[config.mk]
export PLATFORM = sky130hd
export DESIGN_NAME = priority_arbiter_8
export DESIGN_NICKNAME = d
export VERILOG_FILES = /design/src/rtl/priority_arbiter_8.sv
export SDC_FILE = /design/constraint.sdc
export NUM_CORES = 1
export LEC_CHECK = 0
export CORE_MARGIN = 3
export CORE_UTILIZATION = 49
export CTS_CLUSTER_DIAMETER = 30
export DETAILED_ROUTE_END_ITERATION = 10
export GPL_ROUTABILITY_DRIVEN = 0
export PLACE_DENSITY_LB_ADDON = 0.25
export SETUP_SLACK_MARGIN = 0.5
export SYNTH_ARGS = -nofsm -noshare
export SYNTH_HDL_FRONTEND = slang
export SYNTH_SLANG_ARGS = --single-unit
[constraint.sdc]
create_clock -name clk -period 3.2 [get_ports clk]
set_input_delay 0.32 -clock clk [delete_from_list [all_inputs] [get_ports clk]]
set_output_delay 0.32 -clock clk [all_outputs]
set_load 0.02 [all_outputs]
[src/rtl/priority_arbiter_8.sv]
// Purpose : arbitrates one shared resource among 8 requesters (fixed-priority or round-robin).
// Latency : request to grant is 1 cycle; at least one idle cycle always follows a release.
// Backpres: a grant is held with no preemption until done, a dropped request, or hold timeout.
//
// Ports:
//   clk        rising-edge clock
//   rst_n      asynchronous active-low reset
//   req[7:0]   level requests, req[i] high while master i wants the resource
//   done       one-cycle release pulse from the current owner (ignored when idle)
//   rr_mode    0 = fixed priority (7 highest), 1 = round-robin; used only while idle
//   gnt[7:0]   one-hot grant, zero when idle
//   gnt_id     index of the owner, meaningful while gnt_valid is high
//   gnt_valid  high while a grant is active
//   timeout    one-cycle pulse in the idle cycle after a timeout-only release
module priority_arbiter_8 #(
  parameter int MAX_HOLD = 16,
  parameter int HOLD_W   = 5
) (
  input  logic       clk,
  input  logic       rst_n,
  input  logic [7:0] req,
  input  logic       done,
  input  logic       rr_mode,
  output logic [7:0] gnt,
  output logic [2:0] gnt_id,
  output logic       gnt_valid,
  output logic       timeout
);

  typedef enum logic {IDLE = 1'b0, GRANT = 1'b1} state_t;

  // Last cycle of a full-length hold; unused when MAX_HOLD is 0.
  localparam logic [HOLD_W-1:0] HOLD_LAST = HOLD_W'((MAX_HOLD == 0) ? 0 : MAX_HOLD - 1);

  state_t            state;
  state_t            state_nxt;
  logic [2:0]        owner;
  logic [2:0]        last_id;
  logic [HOLD_W-1:0] hold_cnt;
  logic              timeout_q;

  logic [2:0]        rr_start;
  logic [2:0]        search_idx;
  logic [2:0]        win_id;
  logic              win_any;
  logic              hold_hit;
  logic              release_now;

  // Winner search: descend from the start index with wrap, first set bit wins.
  // Round-robin starts just below the last winner so it gets lowest priority.
  always_comb begin
    rr_start   = rr_mode ? (last_id - 3'd1) : 3'd7;
    win_id     = 3'd0;
    win_any    = 1'b0;
    search_idx = 3'd0;
    for (int k = 0; k < 8; k++) begin
      search_idx = rr_start - 3'(k);
      if (!win_any && req[search_idx]) begin
        win_any = 1'b1;
        win_id  = search_idx;
      end
    end
  end

  assign hold_hit    = (MAX_HOLD != 0) && (hold_cnt == HOLD_LAST);
  assign release_now = done || !req[owner] || hold_hit;

  // State register
  always_ff @(posedge clk or negedge rst_n) begin
    if (!rst_n) begin
      state <= IDLE;
    end else begin
      state <= state_nxt;
    end
  end

  // Next-state logic
  always_comb begin
    state_nxt = state;
    case (state)
      IDLE:    if (win_any)     state_nxt = GRANT;
      GRANT:   if (release_now) state_nxt = IDLE;
      default:                  state_nxt = IDLE;
    endcase
  end

  // Owner, rotation pointer, hold counter and timeout flag
  always_ff @(posedge clk or negedge rst_n) begin
    if (!rst_n) begin
      owner     <= 3'd0;
      last_id   <= 3'd0;
      hold_cnt  <= '0;
      timeout_q <= 1'b0;
    end else begin
      timeout_q <= 1'b0;
      if (state == IDLE) begin
        hold_cnt <= '0;
        if (win_any) begin
          owner <= win_id;
        end
      end else if (release_now) begin
        last_id  <= owner;
        hold_cnt <= '0;
        // Only flag a release that the timeout alone caused.
        timeout_q <= hold_hit && !done && req[owner];
      end else begin
        hold_cnt <= hold_cnt + 1'b1;
      end
    end
  end

  // Outputs decode from registers only, so there is no input-to-output path.
  always_comb begin
    gnt       = (state == GRANT) ? (8'd1 << owner) : 8'd0;
    gnt_valid = (state == GRANT);
    gnt_id    = owner;
    timeout   = timeout_q;
  end

endmodule

==> impl_results.md <==
- Status: complete, no violations
- Final Cycle Share: 90.7%
- Fin crit period: between 2000 and 3000 ps
- Antenna violations before repair: 0
- Largest net degree at the start of global routing: 14
- Worst r2r src: last_id[0]
- Worst Path Max Fanout: 9
- Synth Area per Inst: between 8 and 9 sq um
- Setup TNS: 0 ps
- Die ar.: 4060 sq um
- Fraction of registers with async set/reset: 100%
- Simple-gate portion of the synthesized area: 21.2%
- Drt via density: 6.53
- Iteration-0 DRC Markers: about 140
- Total track usage: 25.1%
- Critical path required time: 3380 ps
- Max Root-Sink Buffers: 2
- Antenna Nets Post-Route: 0
- Cell variety after synth: 57
- Final Hold Fails: 0
- Sequential area share after synthesis: about a fifth
- First-pass GRT wire length: ~8.1 mm
- CP startpoint kind: flop
- Reg area: 325 sq um
- Ant diodes: 0
- Clk_lat worst skew: between 200 and 300 ps
- Most common cell after layout, fill and taps aside: buf_4
- Area taken by multi-input logic gates: between 1000 and 1500 sq um
- Fillers: roughly 200
- Total CTS buffers: 3
- Worst Skew: between 8 and 9 ps
- Vias: ~1800
- Clock-pin slew on the worst setup and hold paths: 80 ps
- WL per Instance: around 20 um
- Port bufs: 24
- Final setup fails: 0
- Largest family of logic cells by synthesized area: multiplexers
- Number of enable flip-flop cells after synthesis: 0
- Vias in the first global route: about 1600
- Adder-cell share of the synthesized area: under 10%
- Critical path arrival: between 3000 and 4000 ps
- Max-cap check violation count: 0
- Least-Margin Pin Slew: between 500 and 600 ps
- Die H: 63.7 um
- TritonCTS clock tree: yes
- Yosys warns: 0
- Dpl hpwl: approximately 3.6 mm
- Commonest non-fill, non-tap cells in the layout: 27 x buf_4, 23 x clkdlybuf4s50_1, 20 x nor2_1, 18 x nand2_1, 16 x mux2i_1
- Worst hold path type: in -> async
- Clock Sinks: 13
- Max Fclk: approximately 340 MHz
- Reg-to-Reg End: gnt_id[1]
- Initial Util: 52.6%
- Final net count: 256
- FP Rows: 20
- Ys flop type: dfrtp_1
- CTS H-tree lvls: 1
- Synth-to-Final Area Change: 46.1%
- XOR/XNOR Fraction of Synth Area: roughly 4.3%
- CTS Root Cell: clkbuf_4
- R2R depth: 10
- # DRC: 0
- Total I/O pin count: 25
- Core ar.: ~3100 sq um
- DRT Pass-1 Iters: 5
- Relative slew slack: between 60 and 70%
- Gate Count Post-Synth: 187
- Worst reg2reg setup slack: between 200 and 300 ps
- Multiplexer share of the synthesized area: 26.6%
- Synth Register Bits: 13
- RSZ-0062 raised after global routing: yes
- Total grt overflow: 0
- Pins Over Slew Limit: 0
- CP Class: reg -> reg
- Compound-Gate Fraction of Synth Area: between 10% and 20%
- CP endpoint kind: flop
- Post-Syn Area: between 1500 and 2000 sq um
- Share of post-route cells with drive strength above 1: between 30 and 40%
- Die width: 63.7 um
- Syn nets: a little over 200
- DRT Wirelength: between 5 and 6 mm
per-layer routing:
metal,vias up,global-route usage [%],share of wire (%)
met3,26,4.81,7.9
met1,907,31.0,37
li1,786,-,-
met5,-,0,0
met2,123,44.2,50
met4,0,6.74,4.2
how the worst max path moves through the flow:
stage,start,to,slack [ps],cells after the start
floorplan,last_id[0],gnt_id[0],310,13
global placement,rr_mode,gnt_id[0],150,10
detailed placement,rr_mode,gnt_id[0],80,11
CTS,last_id[1],gnt_id[0],390,12
global route,last_id[0],gnt_id[1],180,12
finish,last_id[0],gnt_id[1],300,10
Yosys cell counts (2+ instances only):
cell type,number,area [sq um]
mux2i_1,23,230
nor2_1,21,78.8
nand2_1,20,75.1
dfrtp_1,13,325
inv_1,9,33.8
a21oi_1,7,35.0
mux2_2,6,67.6
nand3_1,6,30.0
ha_1,5,62.6
nand2b_1,5,31.3
o21ai_0,4,20.0
o31ai_1,4,30.0
a21bo_2,3,30.0
buf_2,3,15.0
mux4_2,3,67.6
nor3_1,3,15.0
a21o_1,2,15.0
a31oi_1,2,12.5
a32oi_1,2,17.5
and2_1,2,12.5
and3_1,2,12.5
buf_4,2,15.0
mux2_4,2,30.0
mux2i_2,2,27.5
nand3b_1,2,15.0
o211ai_1,2,15.0
xor2_1,2,17.5
stage by stage:
stage | std cells | instance area [sq um] | worst slack (ps) | hold WS [ps] | util (%)
3_3_place_gp | 260 | 2050 | 147 | 451 | 66.0
6_report | 282 | 2380 | 298 | 383 | 76.8
3_5_place_dp | 260 | 2050 | 76.9 | 472 | 66.0
2_1_floorplan | 187 | 1720 | 311 | 24.4 | -
5_1_grt | 282 | 2380 | 178 | 435 | 76.8
4_1_cts | 272 | 2190 | 388 | 415 | 70.7
cell families after synthesis:
logic type | Yosys count
simple gates | 70
compound gates | 40
mux | 37
buf+inv | 17
flops | 13
xor+xnor | 5
fa+ha+maj | 5
layout make-up:
type	instances	share of cell area, %
Tap cell	44	2.31
Inverter	10	2.20
Clock buffer	4	1.10
Multi-Input combinational cell	157	60.4
Sequential cell	13	13.6
Timing Repair Buffer	54	20.3
repair_timing:
item / in CTS / in global routing
setup buffers: 8 / 10
setup endpoints to repair: 3 / 4
resized for setup: 14 / 23
pin swaps: 8 / 11
hold buffers: 0 / 0
flip-flops by register name, indices dropped and copies added, names as in the netlist:
| name | flops |
|---|---|
| gnt_valid | 1 |
| last_id | 3 |
| timeout | 1 |
| gnt_id | 3 |
| hold_cnt | 5 |
critical path, stage by stage (launching register included):
cell and delay (ps):
dfrtp_1 390, buf_4 170, nand2_2 140, buf_12 170, mux2i_4 290, nor2_1 120
mux2_4 290, or4_4 620, a2111oi_4 330, a2bb2oi_1 200, o21ai_1 70
Power is left out: the tool's default activity adds up to more than one toggle a clock period on the data nets, which glitch-free logic cannot reach.
